$ cat src/rtl/bishift_pkg.sv
// Shared constants for the bishift_series_8 barrel shifter.
// WIDTH and SEL_W are tied together: SEL_W is log2(WIDTH).
package bishift_pkg;
    localparam int WIDTH = 8;
    localparam int SEL_W = 3;

    localparam logic DIR_LEFT  = 1'b0;
    localparam logic DIR_RIGHT = 1'b1;
endpackage

$ cat src/rtl/bishift_stage.sv
// One log-stage of the barrel shifter.
// When enabled, it shifts by AMT positions in the direction given by right and zero-fills.
module bishift_stage
    import bishift_pkg::*;
#(
    parameter int WIDTH = 8,
    parameter int AMT   = 1
) (
    input  logic [WIDTH-1:0] din,
    input  logic             en,
    input  logic             right,
    output logic [WIDTH-1:0] dout
);

    always_comb begin
        dout = din;
        if (en) begin
            if (right == DIR_RIGHT) dout = din >> AMT;
            else                    dout = din << AMT;
        end
    end

endmodule

$ cat src/rtl/bishift_series_8_reg.sv
// 8-bit bidirectional logical barrel shifter with a registered output.
// The three stages shift by 1, 2 and 4, and each stage is enabled by one bit of s_sel.
module bishift_series_8_reg
    import bishift_pkg::*;
(
    input  logic             clk,
    input  logic             rst_n,
    input  logic [WIDTH-1:0] data,
    input  logic [SEL_W-1:0] s_sel,
    input  logic             right,
    output logic [WIDTH-1:0] out
);

    // chain[i] is the input to stage i, and chain[SEL_W] is the fully shifted value.
    logic [SEL_W:0][WIDTH-1:0] chain;

    assign chain[0] = data;

    for (genvar i = 0; i < SEL_W; i++) begin : g_stage
        bishift_stage #(
            .WIDTH (WIDTH),
            .AMT   (1 << i)
        ) u_stage (
            .din   (chain[i]),
            .en    (s_sel[i]),
            .right (right),
            .dout  (chain[i+1])
        );
    end

    always_ff @(posedge clk or negedge rst_n) begin
        if (!rst_n) out <= '0;
        else        out <= chain[SEL_W];
    end

endmodule

$ cat config.mk
export PLATFORM = sky130hd
export DESIGN_NAME = bishift_series_8_reg
export DESIGN_NICKNAME = d
export VERILOG_FILES = /design/src/rtl/bishift_pkg.sv /design/src/rtl/bishift_stage.sv /design/src/rtl/bishift_series_8_reg.sv
export SDC_FILE = /design/constraint.sdc
export NUM_CORES = 1
export LEC_CHECK = 0
export ABC_CLOCK_PERIOD_IN_PS = 800
export CAP_MARGIN = 0
export CELL_PAD_IN_SITES_DETAIL_PLACEMENT = 1
export CELL_PAD_IN_SITES_GLOBAL_PLACEMENT = 1
export CORE_UTILIZATION = 34
export CTS_CLUSTER_SIZE = 24
export DETAILED_ROUTE_END_ITERATION = 8
export HOLD_SLACK_MARGIN = 0.15
export PLACE_DENSITY = 0.78
export REMOVE_ABC_BUFFERS = 1
export SYNTH_ARGS = -nofsm -noshare
export SYNTH_HDL_FRONTEND = slang
export SYNTH_SLANG_ARGS = --single-unit
$ cat constraint.sdc
create_clock -name clk -period 0.8 [get_ports clk]
set_input_delay 0.16 -clock clk [delete_from_list [all_inputs] [get_ports clk]]
set_output_delay 0.16 -clock clk [all_outputs]
set_load 0.02 [all_outputs]
======== Word-level counts from Yosys, hierarchy flattened ========
Cells that the tools add are included.
word-level totals
  output and inout bits ................... 8
  ROM bits ................................ 0
  memories ................................ 0
  word-level logic and storage cells ...... 7
  bits in writable memories ............... 0
  bits in registers ....................... 8
  bits in latches ......................... 0
  input bits .............................. 14
cells by class
  bitwise logic cells ..................... 0
  magnitude comparators ................... 0
  muxes and demuxes ....................... 6
  multiply operators ...................... 0
  shifts and indexed selects .............. 0
  add/sub/neg operators ................... 0
  divide/modulo/power cells ............... 0
  eq/ne operators ......................... 0
  reductions and logical operators ........ 0
operators with widths
  kind               number
  8-bit two-way mux  6

======== Depth between registers and ports, before layout ========
  word-level depth ........................ 6
  mapped depth ............................ 6
  gate-level depth less buffers ........... 4

======== Cells and area by module ========
A second synthesis with hierarchy kept.
second synthesis, totals
  cells, all modules ...................... 83
  area total of the unflattened synthesis .. 655.6 µm²
modules (own cells, without submodules)
  module                               cells an instance  area an instance (µm²)  times used  seq. area each (µm²)
  bishift_series_8_reg                 8                  200.2                   1           200.2
  bishift_stage at g_stage[0].u_stage  27                 172.7                   1           0.0
  bishift_stage at g_stage[1].u_stage  27                 165.2                   1           0.0
  bishift_stage at g_stage[2].u_stage  21                 117.6                   1           0.0

======== Least setup slack after synthesis ========
OpenSTA, ideal clock, no wires.
  path type ............................... input-to-reg
  start point ............................. input port right
  end point ............................... register out[6]
  setup slack ............................. -0.286 ns
  data required time ...................... 0.674 ns
  arrival ................................. 0.960 ns
  stages .................................. 4
  path buffers ............................ 0
  setup time .............................. 0.126 ns
  cell sequence ........................... mux2_4 > mux2i_2 > o21ai_1 > a221o_1
RTL lines
  item                  RTL line                    text
  from (decl)           bishift_series_8_reg.sv:10  input logic right,
  to (signal assigned)  bishift_series_8_reg.sv:33  else out <= chain[SEL_W];
  to (decl)             bishift_series_8_reg.sv:11  output logic [WIDTH-1:0] out

==> results.yml <==
routing:
  wl_per_cell_um: 26.3
  wl_mm: 4.18
  drt_first_iter_violations: 46
  via_per_inst: 6.41
  drt_pass1_iterations: 4
  ant_nets: 0
  vias: 1019
  drc: 0
synth:
  synth_cells: 84
  yosysTopAreaCell: "dfrtp_1"
  yosysSeqAreaShare_pct: 26.7
  syn_area_per_cell_um2: 8.94
  synthTopCellsByArea: "dfrtp_1 (27%), mux2i_1 (9.3%), a211oi_1 (6.0%)"
  ys_types: 39
  ys_ff_latch: 8
  async_flop_share_pct: 100
  netlist_area_um2: 751
  synth_edf_count: 0
  synth_top_area_share_pct: 26.7
  ys_warn_count: 0
  ys.flop_type: "dfrtp_1"
clocking:
  cts_tree: "built"
  clock_sinks: 8
  cts_made_buffers: 3
  clock_path_buffers: 2
  cts.reportedPaths.clkPinSlew_ns: 0.05
  cts-hold-fix-buffers: 0
  root_buffer: "clkbuf_4"
  htreeDepth: 1
final_layout:
  reg_top3: "out (8)"
  drive_gt1_share_pct: 61.4
  syn2layout_area_growth_pct: 90.3
  largest_register: "out"
  fin_nets: 148
  postLayoutCellArea_um2: 1430
  largest_reg_flops: 8
  antenna_cells: 0
  filler_cell_count: 202
timing:
  min_period_ns: 1.13
  holdWs_ns: 0.170
  tightest_slew_ns: 0.398
  finalCritPeriodShare_pct: 141
  fmax_mhz: 888
  slew_headroom_pct: 73.3
  slew_viol_final: 0
  fin_ws_ns: -0.326
  setup_viol: 16
  rsz0062_at_grt: "yes"
  finalHoldViolCount: 0
worst_setup_path:
  worstPathRequired_ns: 1.00
  cp-start-kind: "input port"
  cp_max_fo: 6
  critical_path_class: "in -> reg"
  worstPathArrival_ns: 1.32
  startpoint: "s_sel[0]"
  critPathCaptureType: "flip-flop"
status:
  status: "complete, but fails checks"
  violations: "setup timing"
die:
  start_util_pct: 37.1
  core_um2: 2020
  die_w_um: 49.0
  num_rows: 16
  chipHeight_um: 49.0
  fp.dieArea_um2: 2400
  io_pins: 22
placed_design:
  dp_hpwl_mm: 1.84
  place_congestion: 0.840
  postPlaceCellArea_um2: 1100
  portBuffers: 21
grt:
  antenna_found_initial: 0
  grtUsageTotal_pct: 32.2
  grt_pass1_vias: 1050
  grt-ovfl-total: 0
  grt_pass1_wl_mm: 5.59
  grt_max_degree: 16
power_and_ir_drop:
  peakVddDrop_mv: 0.688
  p_leak_nw: 0.644
  power_density_nw_per_um2: 1140
run:
  drv_cap: 0
min_path:
  hold_path.class: "in -> async"
## cell usage after synthesis, types with 2 or more instances
| cell | number |
|---|---|
| a211oi_1 | 6 |
| a21oi_1 | 5 |
| and2b_1 | 4 |
| buf_2 | 3 |
| buf_6 | 2 |
| dfrtp_1 | 8 |
| inv_1 | 2 |
| mux2_2 | 3 |
| mux2i_1 | 7 |
| nand2_1 | 4 |
| nand2b_1 | 2 |
| nor2_1 | 7 |
| o21ai_0 | 3 |
| o21ai_1 | 2 |
| o22ai_1 | 2 |
## kinds of logic after synthesis
| kind of cell | Yosys count | share of synthesized area, % |
|---|---|---|
| AO/OA/AOI/OAI | 29 | 27.7 |
| AND/OR/NAND/NOR | 25 | 19.0 |
| multiplexers | 12 | 17.7 |
| buffers and inverters | 10 | 9.00 |
| flip-flops | 8 | 26.7 |
## metrics by stage
stage	setup WS [ns]	power, mW	util (%)	setup TNS (ns)	std cells
4_1_cts	-0.248	1.49	65.0	-2.20	154
5_1_grt	-0.367	1.69	70.7	-3.08	159
3_3_place_gp	-0.956	1.03	54.5	-9.25	145
2_1_floorplan	-0.286	0.698	-	-1.52	77
3_5_place_dp	-1.03	1.05	54.5	-9.77	145
6_report	-0.326	1.64	70.7	-2.72	159
## cells in the final DEF, fill, tap and decap left out, types with 2 or more instances in the layout
cell type / n
buf_4: 20
buf_6: 13
dfrtp_1: 8
nor2_1: 6
buf_12: 5
buf_2: 5
mux2_4: 4
a211oi_2: 4
nand2_1: 3
mux2i_2: 3
a21oi_1: 3
o21ai_2: 3
mux2i_1: 3
clkbuf_4: 3
mux2i_4: 2
and2b_1: 2
inv_1: 2
and2b_2: 2
a21oi_4: 2
o22ai_2: 2
a211oi_1: 2
o21ai_0: 2
buf_16: 2
clkdlybuf4s15_1: 2
clkbuf_2: 2
## worst paths after layout
path                          end  cells past startpoint
worst max-delay path       out[2]                      6
worst min-delay path       out[3]                      1
max in group asynchronous  out[4]                      1
min in group clk           out[5]                      3
## power breakdown
part	switching [mW]	internal [mW]	total (mW)	leakage, nW
clock network	0.142	0.172	0.314	0.0138
registers	0.0183	0.443	0.461	0.103
logic	0.422	0.438	0.860	0.528
total	0.582	1.05	1.64	0.644
## per-layer routing
metal  vias to the layer above  wire length (um)  track usage, %
met5                         -                 0               0
met4                         0               229            20.1
met3                        29               290            3.43
met2                        87              2110            63.2
met1                       488              1540            31.5
li1                        415                 -               -
## worst max-delay path, cell delays in order
cell and delay, ns:
buf_12 0.12, buf_12 0.13, and2b_1 0.24, nor2_1 0.07, a211oi_1 0.37, mux2_4 0.23
## timing repair
| item | in CTS | in global routing |
|---|---|---|
| pin swaps | 10 | 13 |
| endpoints found under the setup margin | 16 | 16 |
| gates resized for setup | 112 | 22 |
| cloned | 3 | 1 |
| buffers inserted | 3 | 4 |
## area by class of cell
| type | instances | area [um^2] | share of cell area, % |
|---|---|---|---|
| multi-input combinational | 66 | 611 | 42.7 |
| timing repair buffer | 52 | 551 | 38.5 |
| tap | 27 | 33.8 | 2.36 |
| inverter | 3 | 11.3 | 0.788 |
| clock buffer | 3 | 22.5 | 1.58 |
| sequential | 8 | 200 | 14.0 |
Power figures use the tool's default switching activity.
